[src/rtl/alu_arbiter.sv]
// Round-robin arbiter sharing one external ALU between two requesters; accept in IDLE, result valid two cycles later.
// Readies are low outside IDLE, so waiting requesters hold their valid; the result is held until rsp_ready.
module alu_arbiter #(
  parameter bit FIRST_PRIO = 1'b0
) (
  input  logic        clk,
  input  logic        rst,
  input  logic        req0_valid,
  input  logic        req1_valid,
  output logic        req0_ready,
  output logic        req1_ready,
  input  logic [31:0] req0_a,
  input  logic [31:0] req0_b,
  input  logic [31:0] req1_a,
  input  logic [31:0] req1_b,
  input  logic [3:0]  req0_sel,
  input  logic [3:0]  req1_sel,
  output logic [31:0] alu_a,
  output logic [31:0] alu_b,
  output logic [3:0]  alu_sel,
  input  logic [31:0] alu_out,
  input  logic        alu_cf,
  input  logic        alu_ov,
  input  logic        alu_zero,
  output logic        rsp_valid,
  input  logic        rsp_ready,
  output logic        rsp_id,
  output logic [31:0] rsp_result,
  output logic        rsp_cf,
  output logic        rsp_ov,
  output logic        rsp_zero
);

  typedef enum logic [1:0] {IDLE, EXEC, RESP} state_t;

  state_t      r_state;
  logic        r_last;
  logic        r_id;
  logic [31:0] r_alu_a;
  logic [31:0] r_alu_b;
  logic [3:0]  r_alu_sel;
  logic        r_rsp_valid;
  logic        r_rsp_id;
  logic [31:0] r_rsp_result;
  logic        r_rsp_cf;
  logic        r_rsp_ov;
  logic        r_rsp_zero;

  logic w_idle;
  logic w_any;
  logic w_gnt1;

  assign w_idle = (r_state == IDLE) && !rst;
  assign w_any  = req0_valid || req1_valid;
  // With both pending, requester 1 wins only if requester 0 was granted last.
  assign w_gnt1 = req1_valid && (!req0_valid || !r_last);

  assign req0_ready = w_idle && req0_valid && !w_gnt1;
  assign req1_ready = w_idle && w_gnt1;

  assign alu_a      = r_alu_a;
  assign alu_b      = r_alu_b;
  assign alu_sel    = r_alu_sel;
  assign rsp_valid  = r_rsp_valid;
  assign rsp_id     = r_rsp_id;
  assign rsp_result = r_rsp_result;
  assign rsp_cf     = r_rsp_cf;
  assign rsp_ov     = r_rsp_ov;
  assign rsp_zero   = r_rsp_zero;

  always_ff @(posedge clk) begin
    if (rst) begin
      r_state      <= IDLE;
      r_last       <= ~FIRST_PRIO;
      r_id         <= 1'b0;
      r_alu_a      <= '0;
      r_alu_b      <= '0;
      r_alu_sel    <= '0;
      r_rsp_valid  <= 1'b0;
      r_rsp_id     <= 1'b0;
      r_rsp_result <= '0;
      r_rsp_cf     <= 1'b0;
      r_rsp_ov     <= 1'b0;
      r_rsp_zero   <= 1'b0;
    end else begin
      case (r_state)
        IDLE: begin
          if (w_any) begin
            r_alu_a   <= w_gnt1 ? req1_a   : req0_a;
            r_alu_b   <= w_gnt1 ? req1_b   : req0_b;
            r_alu_sel <= w_gnt1 ? req1_sel : req0_sel;
            r_id      <= w_gnt1;
            r_last    <= w_gnt1;
            r_state   <= EXEC;
          end
        end
        EXEC: begin
          r_rsp_result <= alu_out;
          r_rsp_cf     <= alu_cf;
          r_rsp_ov     <= alu_ov;
          r_rsp_zero   <= alu_zero;
          r_rsp_id     <= r_id;
          r_rsp_valid  <= 1'b1;
          r_state      <= RESP;
        end
        RESP: begin
          if (rsp_ready) begin
            r_rsp_valid <= 1'b0;
            r_state     <= IDLE;
          end
        end
        default: r_state <= IDLE;
      endcase
    end
  end

endmodule

[config.mk]
export PLATFORM = sky130hd
export DESIGN_NAME = alu_arbiter
export DESIGN_NICKNAME = d
export VERILOG_FILES = /design/src/rtl/alu_arbiter.sv
export SDC_FILE = /design/constraint.sdc
export NUM_CORES = 1
export LEC_CHECK = 0
export ABC_AREA = 1
export CAP_MARGIN = 20
export CELL_PAD_IN_SITES_DETAIL_PLACEMENT = 1
export CELL_PAD_IN_SITES_GLOBAL_PLACEMENT = 1
export CORE_MARGIN = 2
export CORE_UTILIZATION = 26
export DETAILED_ROUTE_END_ITERATION = 8
export PLACE_DENSITY = 0.76
export SLEW_MARGIN = 20
export SYNTH_ARGS = -nofsm -noshare
export SYNTH_HDL_FRONTEND = slang
export SYNTH_SLANG_ARGS = --single-unit
[constraint.sdc]
create_clock -name clk -period 1.4 [get_ports clk]
set_input_delay 0.28 -clock clk [delete_from_list [all_inputs] [get_ports clk]]
set_output_delay 0.28 -clock clk [all_outputs]
set_load 0.02 [all_outputs]
# Yosys cells after proc, flatten, opt, wreduce, memory -nomap -nowiden
# Cells that the tools add are included.
[totals]
register_bits = 109
latchBits = 0
ramBits = 0
rom_bits = 0
in_bits = 176
out_inout_bits = 107
word_cells = 40
n_memories = 0
[classes]
add_sub_neg = 0
n_mul = 0
n_div = 0
order_cmp = 0
n_eq_ne = 4
n_shift = 0
muxes = 8
n_bitwise = 0
n_reduce_logical = 16
[op_table]
columns = ["op", "count"]
rows = [
  ["2-to-1 mux 32 bit", 2],
  ["one-hot mux 2 bit (3 select lines)", 1],
  ["AND reduction 2 bit", 3],
  ["logical AND 1 bit", 5],
  ["logical NOT 1 bit", 4],
  ["2-to-1 mux 2 bit", 2],
  ["2-to-1 mux 4 bit", 1],
  ["!= test 2 bit, second input constant", 2],
  ["equality test 2 x 1 -> 1 bit, second input constant", 1],
  ["equality test 2 bit, second input constant", 1],
  ["logical NOT 2 bit", 1],
  ["logical OR 1 bit", 2],
  ["one-hot mux 1 bit (2 select lines)", 1],
  ["nonzero test 2 bit", 1],
  ["2-to-1 mux 1 bit", 1],
]

# Logic depth before layout (Yosys ltp)
[logic_depth]
word_depth = 5
mapped_depth = 8
depth_no_buf = 6

# Least setup slack after synthesis
# No wires, ideal clock.
[synth_timing]
path_type = "input to output"
startpoint = "in req1_valid"
endpoint = "out req1_ready"
arrival_ns = 1.003
t_required_ns = 1.120
slack_ns = 0.117
path_stages = 5
path_buffers = 1
cell_sequence = "buf_2 inv_1 a21oi_1 nand2_1 nor2_1"
[synth_between]
elab_chain_len = 2
[synth_lines]
columns = ["item", "line", "rtl"]
rows = [
  ["from (decl)", "9", "input logic req1_valid,"],
  ["logical AND 1 bit", "56", "assign w_gnt1 = req1_valid && (!req0_valid || !r_last);"],
  ["logical AND 1 bit", "59", "assign req1_ready = w_idle && w_gnt1;"],
  ["to (decl)", "11", "output logic req1_ready,"],
]
# No other way between the ends.

# Final worst setup path
[layout_timing]
startpoint = "reg r_state[1]"
endpoint = "out req0_ready"
[layout_between]
elab_chain_len = 4
[layout_lines]
columns = ["item", "line", "rtl"]
rows = [
  ["from (decl)", "36", "state_t r_state;"],
  ["from (signal assigned)", "73", "r_state <= IDLE;"],
  ["from (signal assigned)", "94", "r_state <= EXEC;"],
  ["from (signal assigned)", "104", "r_state <= RESP;"],
  ["logical NOT 2 bit", "53", "assign w_idle = (r_state == IDLE) && !rst;"],
  ["logical AND 1 bit", "53", ""],
  ["logical AND 1 bit (2 in series)", "58", "assign req0_ready = w_idle && req0_valid && !w_gnt1;"],
  ["to (decl)", "10", "output logic req0_ready,"],
]
# No other way between the ends.

==> run summary <==
Final period utilization = 105%
Register area share after synthesis = 40.3%
Final Max Slew Viols = 0
Failing checks = setup timing
Die Y = 148 um
Vias per inst = 4.48
Mapped Area = 5420 um^2
Share of cells above drive strength 1 = 8.39%
Clock skew = 0.00565 ns
FMAX = 681 MHz
Hold_buf cts = 0
Post-DP HPWL = 14.6 mm
Final Net Count = 1,303
DRT iter0 DRCs = 180
First-pass GRT wire length = 33.3 mm
Fin. Hold Viols = 0
Number of I/O port buffers = 282
Die width = 148 um
Reg-to-reg slack, setup = -0.06 ns
Vias post-DR = 6,281
Actual slew at the worst max-slew pin = 0.501 ns
Largest net degree at the start of global routing = 57
Antenna violations before repair = 0
Unrepaired setup endpoints after global routing = yes
Initial Utilization = 26.6%
Crit path max fanout = 3
R2R depth = 9
Worst Hold Class = in2reg
Drt total wl = 21.8 mm
IO Pins = 283
Setup CP Type = reg2out
Avg Synthesized Cell Area = 6.38 um^2
Cells after DPL = 1,372
GPL Wtd Cong = 0.790
Antenna viol nets, final = 0
Critical path endpoint category = primary output
FF-to-FF End = alu_a[24]$_SDFFE_PP0P_
CTS HTree Levels = 3
Layout area overhead = 70.4%
Min cycle time layout = 1.47 ns
Fillers = 2,547
Die area = 22,000 um^2
WL/cell = 15.6 um
Final setup viols = 17
Startpoint Class = flip-flop
Post-route setup slack = -0.0689 ns
All-Layer GR Usage = 18.9%
Final cell count without fillers = 1,402
CP Capture Point = req0_ready
Most frequent cells in the layout = nand2_1 (204), nor2_1 (202), clkdlybuf4s50_1 (173), dfxtp_1 (106), dlygate4sd2_1 (105)
Max cap viols = 0
Pwr/cell area = 1080 nW/um^2
DRC violations left = 0
CP Launch Point = r_state[1]$_SDFFE_PP0P_
N_diodes = 0
Clock-pin slew on the worst setup and hold paths = 0.08 ns
Post-Syn Nets = 1,025
YS warnings = 0
Commonest non-fill, non-tap cell in the layout = nand2_1
Total grt overflow = 0
Critical path data required time = 1.12 ns
Clk sinks = 109
Leakage power = 4.49 nW
Number of synthesized register bits = 109
Maximum vdd ir drop = 0.000520 V
Post-Syn Instances = 849
TritonCTS buffer count = 9
Crit path DAT = 1.19 ns
Vias in the first global route = 6,290
Drt pass-1 iters = 4
CTS root buffer = clkbuf_16
Num rows = 52
Power Total = 0.00997 W
Max clock buf depth = 2
CTS tree = built
Launching point of the worst reg2reg path = r_state[1]$_SDFFE_PP0P_
Outcome = finished, violations left
Slew margin rel. = 66.6%
Core box area = 20,400 um^2
Cell variety after synth = 19
Clk_lat worst skew = 0.35 ns
through the flow:
stage / TNS, ns / worst slack, ns / util (%) / instance area, um^2 / hold WS [ns]
6_report: -0.254 / -0.0689 / 45.3 / 9230 / 0.483
2_1_floorplan: 0 / 0.117 / - / 5420 / 0.349
3_5_place_dp: -34.66 / -0.644 / 42.5 / 8660 / 0.475
5_1_grt: -2.84 / -0.130 / 45.3 / 9230 / 0.515
3_3_place_gp: -31.74 / -0.590 / 42.5 / 8660 / 0.470
4_1_cts: -0.141 / -0.0923 / 44.2 / 9000 / 0.493
layout make-up:
class	count	area (um^2)	area share, %
clock buffers	9	225	2.44
flip-flops and latches	109	2190	23.7
repair buffers	328	3320	35.9
multi-input cells	606	2780	30.1
inverters	73	279	3.02
clock inverters	7	108	1.17
well taps	270	338	3.66
worst min-delay path by stage:
stage	slack, ns	start	endpoint	cells past startpoint
floorplan	0.35	rst	r_id$_SDFFE_PP0P_	1
detailed placement	0.48	r_id$_SDFFE_PP0P_	r_id$_SDFFE_PP0P_	2
global route	0.52	alu_out[22]	rsp_result[22]$_SDFFE_PP0P_	3
CTS	0.49	req1_valid	alu_a[11]$_SDFFE_PP0P_	6
global placement	0.47	r_id$_SDFFE_PP0P_	r_id$_SDFFE_PP0P_	2
finish	0.48	req1_valid	alu_a[11]$_SDFFE_PP0P_	6
registers in the layout, indices dropped and copies added (netlist names), 2 cells and up:
| signal | cells |
|---|---|
| alu_sel | 4 |
| alu_a | 32 |
| r_state | 2 |
| rsp_result | 32 |
| alu_b | 32 |
cells by family (layout without fill, tap and decap cells):
| group | Yosys count | in the layout | synth area share, % |
|---|---|---|---|
| simple gates | 497 | 497 | 36.2 |
| buf+inv | 134 | 417 | 10.2 |
| flops | 109 | 109 | 40.3 |
| compound gates | 109 | 109 | 13.3 |
cells in the mapped netlist:
cell type | instances | area, um^2
nor2_1 | 215 | 807
nand2_1 | 208 | 781
dfxtp_1 | 109 | 2180
nand3_1 | 71 | 355
inv_1 | 70 | 263
a21boi_1 | 45 | 338
o21ai_0 | 36 | 180
clkbuf_1 | 28 | 105
buf_2 | 27 | 135
a21boi_0 | 23 | 173
a21oi_1 | 4 | 20.0
buf_4 | 4 | 30.0
buf_1 | 2 | 7.51
inv_2 | 2 | 7.51
clkinv_1 | 1 | 3.75
nand2_2 | 1 | 6.26
nand3b_1 | 1 | 7.51
nor2_2 | 1 | 6.26
o21ai_2 | 1 | 8.76
where the power goes:
group / total (W) / internal (W) / switching (W)
clock: 0.00288 / 0.00160 / 0.00127
sequential: 0.00363 / 0.00347 / 0.000164
combinational: 0.00346 / 0.00157 / 0.00189
timing repair:
action	CTS	global route
pin swaps	3	8
setup endpoints to repair	174	83
setup buffers	4	2
resized for setup	129	30
cloned	3	5
layer usage:
layer / up-vias / part of all wire, % / global-route usage (%)
li1: 3174 / - / -
met1: 2929 / 43 / 22.8
met2: 149 / 50 / 33.5
met3: 29 / 4.8 / 4.05
met4: 0 / 2.2 / 5.71
met5: - / 0 / 0
worst max-delay path, stage by stage (launching register included):
cell	delay, ns
dfxtp_2	0.34
nor2_4	0.15
nand3_2	0.10
nor2_2	0.12
buf_6	0.13
No activity file was read; power rests on OpenSTA's default activity.
